<file path="config.mk">
export PLATFORM = sky130hd
export DESIGN_NAME = mem_arbiter_flat
export DESIGN_NICKNAME = d
export VERILOG_FILES = /design/src/rtl/mem_arbiter_pkg.sv /design/src/rtl/mem_arbiter_if.sv /design/src/rtl/mem_arbiter.sv /design/src/flat_wrapper.sv
export SDC_FILE = /design/constraint.sdc
export NUM_CORES = 1
export LEC_CHECK = 0
export ABC_AREA = 0
export CAP_MARGIN = 20
export CORE_MARGIN = 2
export CORE_UTILIZATION = 17
export DETAILED_ROUTE_END_ITERATION = 6
export PLACE_DENSITY = 0.78
export SKIP_CTS_REPAIR_TIMING = 1
export SLEW_MARGIN = 40
export SYNTH_ARGS = -nofsm -noshare
export SYNTH_HDL_FRONTEND = slang
export SYNTH_SLANG_ARGS = --single-unit
</file>
<file path="constraint.sdc">
create_clock -name clk_i -period 1.28 [get_ports clk_i]
set_input_delay 0.256 -clock clk_i [delete_from_list [all_inputs] [get_ports clk_i]]
set_output_delay 0.256 -clock clk_i [all_outputs]
set_load 0.02 [all_outputs]
</file>
<file path="src/rtl/mem_arbiter_pkg.sv">
// mem_arbiter_pkg: shared widths and response-owner encoding for the memory arbiter
package mem_arbiter_pkg;
  localparam int addr_p = 10;
  localparam int data_width_p = 32;
  typedef enum logic [1:0] {OWN_NONE, OWN_IF, OWN_D} owner_e;
endpackage

</file>
<file path="src/rtl/mem_arbiter_if.sv">
// mem_arbiter_if: fetch, load/store and memory-side signals of the arbiter
interface mem_arbiter_if;
  import mem_arbiter_pkg::*;
  logic                    if_req_i;
  logic [addr_p-1:0]       if_addr_i;
  logic                    if_gnt_o;
  logic                    if_rvalid_o;
  logic [data_width_p-1:0] if_rdata_o;
  logic                    d_req_i;
  logic                    d_we_i;
  logic [addr_p-1:0]       d_addr_i;
  logic [data_width_p-1:0] d_wdata_i;
  logic                    d_gnt_o;
  logic                    d_rvalid_o;
  logic [data_width_p-1:0] d_rdata_o;
  logic [addr_p-1:0]       mem_addr_o;
  logic                    mem_wr_en_o;
  logic                    mem_rd_en_o;
  logic [data_width_p-1:0] mem_wdata_o;
  logic [data_width_p-1:0] mem_rdata_i;
  modport master (
    output if_req_i, if_addr_i, d_req_i, d_we_i, d_addr_i, d_wdata_i, mem_rdata_i,
    input  if_gnt_o, if_rvalid_o, if_rdata_o, d_gnt_o, d_rvalid_o, d_rdata_o,
           mem_addr_o, mem_wr_en_o, mem_rd_en_o, mem_wdata_o
  );
  modport slave (
    input  if_req_i, if_addr_i, d_req_i, d_we_i, d_addr_i, d_wdata_i, mem_rdata_i,
    output if_gnt_o, if_rvalid_o, if_rdata_o, d_gnt_o, d_rvalid_o, d_rdata_o,
           mem_addr_o, mem_wr_en_o, mem_rd_en_o, mem_wdata_o
  );
endinterface

</file>
<file path="src/rtl/mem_arbiter.sv">
// mem_arbiter: round-robin sharing of one synchronous single-port memory between fetch and load/store
module mem_arbiter
  import mem_arbiter_pkg::*;
(
  input logic          clk_i,
  input logic          rst_i,
  mem_arbiter_if.slave bus
);
  owner_e last_owner, last_owner_n, resp_owner, resp_owner_n;
  logic if_gnt, d_gnt;
  // Fetch wins unless load/store also asks and fetch owned the previous grant
  always_comb begin
    if_gnt       = !rst_i && bus.if_req_i && (!bus.d_req_i || last_owner == OWN_D);
    d_gnt        = !rst_i && bus.d_req_i && !if_gnt;
    last_owner_n = if_gnt ? OWN_IF : d_gnt ? OWN_D : last_owner;
    resp_owner_n = if_gnt ? OWN_IF : (d_gnt && !bus.d_we_i) ? OWN_D : OWN_NONE;
  end
  always_ff @(posedge clk_i) begin
    if (rst_i) begin
      last_owner <= OWN_D;
      resp_owner <= OWN_NONE;
    end else begin
      last_owner <= last_owner_n;
      resp_owner <= resp_owner_n;
    end
  end
  assign bus.if_gnt_o    = if_gnt;
  assign bus.d_gnt_o     = d_gnt;
  assign bus.mem_rd_en_o = if_gnt || (d_gnt && !bus.d_we_i);
  assign bus.mem_wr_en_o = d_gnt && bus.d_we_i;
  assign bus.mem_addr_o  = if_gnt ? bus.if_addr_i : d_gnt ? bus.d_addr_i : '0;
  assign bus.mem_wdata_o = (d_gnt && bus.d_we_i) ? bus.d_wdata_i : '0;
  assign bus.if_rvalid_o = resp_owner == OWN_IF;
  assign bus.d_rvalid_o  = resp_owner == OWN_D;
  assign bus.if_rdata_o  = resp_owner == OWN_IF ? bus.mem_rdata_i : '0;
  assign bus.d_rdata_o   = resp_owner == OWN_D ? bus.mem_rdata_i : '0;
endmodule

</file>
<file path="src/flat_wrapper.sv">
// flat-port wrapper written by rule: the top's interface ports become plain ports
module mem_arbiter_flat import mem_arbiter_pkg::*;
  (clk_i, rst_i, bus_if_req_i, bus_if_addr_i, bus_d_req_i, bus_d_we_i, bus_d_addr_i, bus_d_wdata_i, bus_mem_rdata_i, bus_if_gnt_o, bus_if_rvalid_o, bus_if_rdata_o, bus_d_gnt_o, bus_d_rvalid_o, bus_d_rdata_o, bus_mem_addr_o, bus_mem_wr_en_o, bus_mem_rd_en_o, bus_mem_wdata_o);
  mem_arbiter_if bus_i ();
  input logic clk_i;
  input logic rst_i;
  input wire logic [$bits(bus_i.if_req_i)-1:0] bus_if_req_i;
  input wire logic [$bits(bus_i.if_addr_i)-1:0] bus_if_addr_i;
  input wire logic [$bits(bus_i.d_req_i)-1:0] bus_d_req_i;
  input wire logic [$bits(bus_i.d_we_i)-1:0] bus_d_we_i;
  input wire logic [$bits(bus_i.d_addr_i)-1:0] bus_d_addr_i;
  input wire logic [$bits(bus_i.d_wdata_i)-1:0] bus_d_wdata_i;
  input wire logic [$bits(bus_i.mem_rdata_i)-1:0] bus_mem_rdata_i;
  output wire logic [$bits(bus_i.if_gnt_o)-1:0] bus_if_gnt_o;
  output wire logic [$bits(bus_i.if_rvalid_o)-1:0] bus_if_rvalid_o;
  output wire logic [$bits(bus_i.if_rdata_o)-1:0] bus_if_rdata_o;
  output wire logic [$bits(bus_i.d_gnt_o)-1:0] bus_d_gnt_o;
  output wire logic [$bits(bus_i.d_rvalid_o)-1:0] bus_d_rvalid_o;
  output wire logic [$bits(bus_i.d_rdata_o)-1:0] bus_d_rdata_o;
  output wire logic [$bits(bus_i.mem_addr_o)-1:0] bus_mem_addr_o;
  output wire logic [$bits(bus_i.mem_wr_en_o)-1:0] bus_mem_wr_en_o;
  output wire logic [$bits(bus_i.mem_rd_en_o)-1:0] bus_mem_rd_en_o;
  output wire logic [$bits(bus_i.mem_wdata_o)-1:0] bus_mem_wdata_o;
  assign bus_i.if_req_i = bus_if_req_i;
  assign bus_i.if_addr_i = bus_if_addr_i;
  assign bus_i.d_req_i = bus_d_req_i;
  assign bus_i.d_we_i = bus_d_we_i;
  assign bus_i.d_addr_i = bus_d_addr_i;
  assign bus_i.d_wdata_i = bus_d_wdata_i;
  assign bus_i.mem_rdata_i = bus_mem_rdata_i;
  assign bus_if_gnt_o = bus_i.if_gnt_o;
  assign bus_if_rvalid_o = bus_i.if_rvalid_o;
  assign bus_if_rdata_o = bus_i.if_rdata_o;
  assign bus_d_gnt_o = bus_i.d_gnt_o;
  assign bus_d_rvalid_o = bus_i.d_rvalid_o;
  assign bus_d_rdata_o = bus_i.d_rdata_o;
  assign bus_mem_addr_o = bus_i.mem_addr_o;
  assign bus_mem_wr_en_o = bus_i.mem_wr_en_o;
  assign bus_mem_rd_en_o = bus_i.mem_rd_en_o;
  assign bus_mem_wdata_o = bus_i.mem_wdata_o;
  mem_arbiter u_core (.clk_i(clk_i), .rst_i(rst_i), .bus(bus_i));
endmodule
</file>
==> results of run 1 <==
## registers in the layout, summed over array words and instances (netlist names)
| register | cells |
|---|---|
| u_core.resp_owner | 2 |
| u_core.last_owner | 2 |
## routing by layer
metal | vias up | share of wire | track usage
met3 | 0 | 0.14 | 0.0826
met2 | 119 | 0.54 | 0.313
li1 | 900 | - | -
met1 | 787 | 0.32 | 0.149
met4 | 0 | 0 | 0.0138
met5 | - | 0 | 0
## critical path, stage by stage (launching register included)
cell       delay, ns
dfxtp_2         0.33
inv_2           0.04
a311oi_4        0.36
buf_6           0.18
clkbuf_16       0.14
and3_4          0.18
buf_6           0.11
## cell families after synthesis
logic type | Yosys count
and+or+nand+nor | 103
buffers and inverters | 18
AOI/OAI and AO/OA | 17
DFF | 4
## worst min-delay path by stage
stage	slack (ns)	to	cells after the start	from
after floorplan	0.35	u_core.resp_owner[0]$_SDFF_PP0_	1	bus_d_req_i
after global placement	0.45	u_core.last_owner[0]$_SDFFE_PP0P_	1	u_core.last_owner[0]$_SDFFE_PP0P_
after detailed placement	0.46	u_core.last_owner[0]$_SDFFE_PP0P_	1	u_core.last_owner[0]$_SDFFE_PP0P_
after CTS	0.47	u_core.last_owner[0]$_SDFFE_PP0P_	1	u_core.last_owner[0]$_SDFFE_PP0P_
after global routing	0.47	u_core.last_owner[1]$_SDFFE_PP1P_	3	bus_if_req_i
final	0.43	u_core.last_owner[1]$_SDFFE_PP1P_	3	bus_if_req_i
## cells in the final DEF (no fill, tap or decap), drive strengths merged
cell type,instances
nor2,1
o21ai,1
and3,32
a22o,10
a21oi,3
inv,4
dlymetal6s2s,3
and2,66
dfxtp,4
clkbuf,48
a21o,2
buf,88
nor2b,2
a311oi,1
clkdlybuf4s50,85
nand2b,2
## final cells by class
class / count / share of cell area
repair buffers: 221 / 0.636
multi-input cells: 120 / 0.295
well taps: 72 / 0.0271
flip-flops and latches: 4 / 0.0256
clock buffers: 3 / 0.0124
inverters: 4 / 0.00452
## stage by stage
stage                     utilization  hold slack [ns]  setup WS [ns]  power (mW)  setup TNS [ns]
after floorplan                     -            0.346         -0.210       0.518           -6.72
after global placement          0.594            0.452          -1.13        1.08          -78.59
after detailed placement        0.594            0.461          -1.17        1.09          -79.62
after CTS                       0.602            0.468          -1.18        1.36          -94.23
after global routing            0.603            0.467         -0.596        1.46          -38.94
final                           0.603            0.428         -0.537        1.38          -31.43
## report_power, final
part           leakage, nW  switching (mW)  internal [mW]  total [mW]
sequential          0.0339         0.00917          0.137       0.146
combinational         1.58           0.401          0.577       0.977
clock               0.0216          0.0591          0.200       0.259
total                 1.63           0.469          0.913        1.38
==> flow_summary_export.csv, run 1 <==
group,metric,value,unit
power,power_density,416,mW/mm²
finish,stdcell_count,424,
finish,layout.area.seq,85.1,µm²
logic_synthesis,synth.top_cell.area_share,0.426,
critical_path,regToRegStartpoint,"u_core.last_owner[0]$_SDFFE_PP0P_",
critical_path,cp-end-kind,"output pin",
power,vdd_drop_max,0.000411,V
sta,finalSetupViolCount,113,
critical_path,cp.required,1.02,ns
clocking,numClockSinks,4,
logic_synthesis,synth_compound_area_frac,0.154,
sta,grt_setup_unrepaired,"yes",
logic_synthesis,syn_inst,142,
placed_design,dp_hpwl,4.59,mm
clocking,root_buffer,"clkbuf_8",
global_routing,gr-usage-all-layers,0.159,
sta,clock_skew,0.00337,ns
logic_synthesis,synth.distinct_cells,16,
global_routing,antenna_found_initial,0,
sta,finalMaxSlewViolations,0,
finish,fill_cells,494,
finish,diodes,0,
logic_synthesis,synth_edf_count,0,
logic_synthesis,yosysSeqAreaShare,0.0826,
floorplan,fp.coreArea,0.00551,mm²
finish,fin_area,0.00332,mm²
placed_design,dpl-instance-area,0.00327,mm²
sta,fin_crit,1.82,ns
critical_path,crit_path_end,"bus_mem_wdata_o[24]",
sta,hold_viol,0,
routing,drtIter0Drc,39,
logic_synthesis,async_flop_share,0,
logic_synthesis,syn_avg_cell_area,6.83,µm²
critical_path,cp.arrival,1.56,ns
sta,max_freq,550,MHz
placed_design,routabilityCongestion,0.756,
logic_synthesis,ys_warn_count,0,
clocking,path_clk_slew,0.03,ns
sta,fin_crit_sh,1.42,
sta,slew_headroom,0.786,
logic_synthesis,ys_seq_elements,4,
run_status,violations,"setup timing",
finish,num-nets-final,443,
critical_path,startpoint_type,"flip-flop",
logic_synthesis,synth_top_cell_by_area,"and2_1",
floorplan,rows,27,
logic_synthesis,yosys-top-cells-area,"and2_1 (43%), and3_1 (21%), a22o_1 (9.0%)",
sta,setup_ws,-0.537,ns
critical_path,r2r_slack,-0.02,ns
power,p_leak,1.63,nW
routing,via_per_inst,4.26,
floorplan,io_pins,201,
logic_synthesis,synth_xor_area_frac,0,
clocking,clk_latency,0.21,ns
critical_path,crit_start,"u_core.last_owner[0]$_SDFFE_PP0P_",
floorplan,start_util,0.176,
logic_synthesis,yosys.area_share.simple,0.662,
routing,num_vias,1806,
global_routing,grt_max_degree,35,
clocking,htreeDepth,1,
global_routing,grt-ovfl-total,0,
logic_synthesis,synthMuxAreaShare,0,
finish,drive_gt1_frac,0.563,
critical_path,crit_fanout,7,
floorplan,die_x,79.5,µm
logic_synthesis,synth_common_cells,"and2_1 (66), and3_1 (32), a22o_1 (10)",
placed_design,port_buffers,200,
critical_path,worstSetupPathType,"reg2out",
flow_run,maxCapViolations,0,
floorplan,die_height,79.5,µm
global_routing,grt_pass1_vias,1695,
clocking,cts_buffers,3,
critical_path,reg2reg_depth,6,
logic_synthesis,synth_area,970,µm²
global_routing,grt_pass1_wl,8.14,mm
clocking,cts_tree,"yes",
routing,ant_nets,0,
sta,worst_pin_slew,0.321,ns
finish,multiInputGateArea,980,µm²
finish,area_growth,243,%
placed_design,dp.cells,413,
logic_synthesis,synth_most_common_cell,"and2_1",
critical_path,reg2reg_to,"u_core.resp_owner[1]$_SDFF_PP0_",
logic_synthesis,synthAdderAreaFrac,0,
routing,drc,0,
floorplan,die_area,0.00632,mm²
routing,drt_pre_antenna_iters,4,
run_status,outcome,"finished with violations",
logic_synthesis,syn_nets,231,
clocking,clock_path_buffers,2,
routing,wl,5.90,mm
routing,wire_per_inst,13.9,µm
logic_synthesis,synth_top_family_by_area,"simple AND/OR/NAND/NOR gates",
logic_synthesis,postSynth.topFlopCell,"dfxtp_1",
hold_path,hold_class,"in2reg",
No activity file was read; power rests on OpenSTA's default activity.
==> run 2, diff against run 1 <==
--- a/config.mk
+++ b/config.mk
@@ -8,8 +8,8 @@
 export ABC_AREA = 0
 export CAP_MARGIN = 20
-export CORE_MARGIN = 2
-export CORE_UTILIZATION = 17
+export CORE_AREA = 2 2 77 79
 export DETAILED_ROUTE_END_ITERATION = 6
-export PLACE_DENSITY = 0.78
+export DIE_AREA = 0 0 79 81
+export PLACE_DENSITY = 0.77
 export SKIP_CTS_REPAIR_TIMING = 1
 export SLEW_MARGIN = 40
==> constraint.sdc (replaced) <==
create_clock -name clk_i -period 2.05 [get_ports clk_i]
set_input_delay 0.3075 -clock clk_i [delete_from_list [all_inputs] [get_ports clk_i]]
set_output_delay 0.3075 -clock clk_i [all_outputs]
set_load 0.02 [all_outputs]
==> run 2 against run 1 <==
  * The flow now finishes without violations
  * Utilization decreased by 0.91 points
  * Non-clock buffer count is 6 lower
  * Die area increased by 1.2%
  * Final cell count is 0.71% lower
  * Combinational power is 43% lower
  * Setup slack improved by 0.57 ns
  * Register-to-register slack better by 0.76 ns
  * Via count increased by 0.66%
  * Critical path depth grew 1
  * Clock skew is 0.0028 ns lower
  * Largest cell class unchanged
  * Sequential cell count stayed put
==> flow_summary_export.csv, run 2 (synthesized netlist as in run 1, its figures left out) <==
group,metric,value,unit
power,internal_power,0.538,mW
hold_path,hp-start,"bus_if_req_i",
sta,setup_ws,0.0382,ns
flow_run,maxCapViolations,0,
routing,drt_pre_antenna_iters,4,
sta,fin_crit_sh,0.981,
routing,ant_nets,0,
floorplan,rows,28,
finish,drive_gt1_frac,0.0896,
routing,num_vias,1818,
sta,hold_viol,0,
clocking,htreeDepth,1,
sta,worst_pin_slew,0.278,ns
floorplan,start_util,0.171,
hold_path,min_to,"u_core.last_owner[1]$_SDFFE_PP1P_",
critical_path,r2r_slack,0.74,ns
power,comb_power_share,0.690,
sta,max_freq,497,MHz
placed_design,dp_hpwl,4.44,mm
critical_path,cp.required,1.74,ns
global_routing,grt_pass1_vias,1508,
routing,wl,5.65,mm
floorplan,fp.coreArea,0.00568,mm²
critical_path,cp-end-kind,"output pin",
critical_path,startpoint_type,"flip-flop",
clocking,numClockSinks,4,
power,netSwitchingFraction,0.334,
placed_design,dp.cells,413,
floorplan,die_area,0.00640,mm²
routing,drtIter0Drc,24,
clocking,root_buffer,"clkbuf_8",
sta,finalSetupViolCount,0,
sta,timing.hold.ws,0.436,ns
clocking,clock_path_buffers,2,
finish,mostFrequentLayoutCell,"clkdlybuf4s50_1",
power,power_density,239,mW/mm²
clocking,cts_buffers,3,
finish,stdcell_count,421,
sta,slew_headroom,0.814,
finish,area_growth,248,%
sta,clock_skew,0.000615,ns
power,p_switching,0.269,mW
critical_path,reg2reg_depth,6,
placed_design,port_buffers,200,
hold_path,hold_class,"in2reg",
global_routing,grt-ovfl-total,0,
placed_design,routabilityCongestion,0.758,
finish,utilization,0.594,
clocking,path_clk_slew,0.03,ns
routing,drc,0,
floorplan,die_x,79,µm
hold_path,holdPathStages,2,
global_routing,antenna_found_initial,0,
placed_design,pre_cts_ws,-0.491,ns
power,p_leak,2.83,nW
sta,fin_crit,2.01,ns
routing,wire_per_inst,13.4,µm
finish,diodes,0,
global_routing,grt_max_degree,47,
power,seq_power_share,0.110,
sta,finalMaxSlewViolations,0,
critical_path,reg2reg_to,"u_core.resp_owner[1]$_SDFF_PP0_",
critical_path,regToRegStartpoint,"u_core.last_owner[0]$_SDFFE_PP0P_",
critical_path,worstSetupPathType,"reg2out",
routing,via_per_inst,4.32,
global_routing,grt_pass1_wl,7.23,mm
finish,most-common-layout-cells,"clkdlybuf4s50_1 (106), dlymetal6s2s_1 (85), and2_1 (66), and3_1 (32)",
finish,num-nets-final,437,
clocking,clk_latency,0.21,ns
clocking,cts_tree,"yes",
run_status,outcome,"complete, no violations",
power,clockPowerShare,0.200,
sta,tns,0,ns
floorplan,die_height,81,µm
critical_path,cp.arrival,1.70,ns
power,vdd_drop_max,0.000141,V
floorplan,io_pins,201,
critical_path,crit_fanout,11,
global_routing,gr-usage-all-layers,0.139,
finish,top_regs,"u_core.last_owner (2), u_core.resp_owner (2)",
run 2: area by class of cell:
class                      instances  area [µm²]
fill                             497        2300
inverter                           4        15.0
timing repair buffer             215        2350
multi-input combinational        120         796
tap                               75        93.8
sequential                         4        80.1
clock buffer                       3        41.3
run 2: worst max-delay path by stage:
stage | start | endpoint | slack, ns
after floorplan | u_core.last_owner[1]$_SDFFE_PP1P_ | bus_mem_addr_o[2] | 0.48
after global placement | bus_if_req_i | bus_mem_wdata_o[5] | -0.44
after detailed placement | bus_if_req_i | bus_mem_wdata_o[5] | -0.49
after CTS | bus_if_req_i | bus_mem_wdata_o[13] | -0.50
after global routing | u_core.last_owner[0]$_SDFFE_PP0P_ | bus_mem_rd_en_o | -0.06
final | u_core.last_owner[0]$_SDFFE_PP0P_ | bus_mem_rd_en_o | 0.04
run 2: power groups by stage:
stage | clock network [mW] | logic (mW) | registers (mW)
global route | 0.175 | 0.592 | 0.0892
global placement | 0 | 0.558 | 0.0886
finish | 0.162 | 0.557 | 0.0885
CTS | 0.167 | 0.566 | 0.0882
floorplan | 0 | 0.211 | 0.0882
detailed placement | 0 | 0.565 | 0.0892
run 2: routing by layer:
metal	part of all wire	GRT usage	routed length, µm
met3	0.12	0.0422	651
met2	0.54	0.273	3080
met1	0.33	0.141	1870
met4	0.010	0.0397	58
met5	0	0	0
run 2: metrics by stage:
step                instance area (µm²)  power (mW)
detailed placement                 3090       0.654
global placement                   3090       0.647
CTS                                3140       0.821
floorplan                           970       0.300
finish                             3370       0.807
global route                       3370       0.856
run 2: worst max-delay path, cell delays in order (launching register included):
cell	delay, ns
dfxtp_1	0.34
inv_1	0.08
a311oi_4	0.32
buf_6	0.16
buf_4	0.10
buf_6	0.13
a21o_1	0.12
dlymetal6s2s_1	0.24
==> patch, RTL diff (settings of run 2) <==
Set the package constant `data_width_p` to 28 (it was 32).
--- a/src/rtl/mem_arbiter_pkg.sv
+++ b/src/rtl/mem_arbiter_pkg.sv
@@ -1,7 +1,7 @@
 // mem_arbiter_pkg: shared widths and response-owner encoding for the memory arbiter
 package mem_arbiter_pkg;
   localparam int addr_p = 10;
-  localparam int data_width_p = 32;
+  localparam int data_width_p = 28;
   typedef enum logic [1:0] {OWN_NONE, OWN_IF, OWN_D} owner_e;
 endpackage
 
Interface: changed (5 resized); port bits go from 201 to 181. No check against the original RTL was run, so the function may have changed too.
==> patch against run 2 <==
Synthesized area decreased by 7.1%; highest routed layer unchanged; via count fell by 13%; design area fell by 14%; routed wire length shrank 18%; power down 5.6%; worst setup slack better by 0.025 ns; largest cell class unchanged; combinational power decreased by 8.8%; utilization down 8.6 points; global-route usage decreased by 2.1 points; critical path type unchanged; count of clock-buffer cells in the layout did not move; die area is the same; first-iteration DRC count grew 25%; largest power group unchanged; sequential cell count unchanged.
==> patch: results (changes against run 2) <==
Placed design
  • Placed Area: 0.00280 mm2 (-9.6%)
  • HPWL Detailed: 3840 um (-13%)
  • GPL Wtd Cong: 0.765 (+0.87%)
  • Dpl ws: -0.461 ns (+0.0307 ns)

GRT
  • Pin count of the biggest net entering global routing: 31 (-34%)
  • Number of global-route vias before repair: 1400 (-7.2%)
  • M1 GR Usage: 0.110 (-0.0313)
  • First-pass GRT wire length: 6150 um (-15%)
  • Total GRT Usage: 0.118 (-0.0208)

Pwr
  • Leakage: 0.00180 uW (-36%)
  • Worst VDD drop: 361 uV (+150%)

Setup path
  • Crit path max fanout: 10 (-1)
  • Largest stage delay, worst path: 0.32 ns (-0.02 ns)
  • WP data arrival: 1.68 ns (-0.02 ns)

Detailed routing
  • Metal1 wirelength: 1570 um (-16%)
  • Drt wl/cell: 12.0 um (-10%)
  • Drt total wl: 4640 um (-18%)
  • 1st-iter DRT viols: 30 (+25%)
  • Routed length on met2: 2360 um (-23%)
  • Routed via count: 1581 (-13%)

Synth
  • Post-synth top cells: and2_1, and3_1, a22o_1, clkbuf_1
  • Number of library cell types mapped by synthesis: 18 (+2)
  • Dominant cells by area after synthesis: and2_1, and3_1, a22o_1, dfxtp_1, buf_6

Layout
  • Share of cells above drive strength 1: 0.167 (+0.0776)

STA
  • Max Clock Skew: 0.00291 ns (+0.00229 ns)
  • Worst Max-Slew Pin Slew: 0.264 ns (-0.0141 ns)

Outcome
  • Status: completed
patch: cells by family after synthesis:
family | count (synthesis) | synth area share
AND/OR/NAND/NOR | 91 | 0.632
buffers and inverters | 18 | 0.110
AO/OA/AOI/OAI | 17 | 0.169
flip-flops | 4 | 0.0889
patch: layout make-up:
class	count	area, um2
Sequential cell	4	81.3
Inverter	4	15.0
Fill cell	528	2790
Timing Repair Buffer	192	1930
Clock buffer	3	41.3
Multi-Input combinational cell	108	727
Tap cell	75	93.8
patch: power by group:
| part | switching (uW) | internal, uW |
|---|---|---|
| sequential | 3.91 | 84.3 |
| clock | 40.0 | 125 |
| combinational | 205 | 304 |
| total | 249 | 513 |
patch: path summary, 6_finish.rpt:
check | to | slack (ns) | cells after the start
worst max-delay path | bus_mem_wdata_o[0] | 0.06 | 7
worst min-delay path | u_core.last_owner[1] | 0.41 | 2
worst max register to register | u_core.resp_owner[1] | 0.98 | 4
worst min register to register | u_core.last_owner[0] | 0.45 | 1
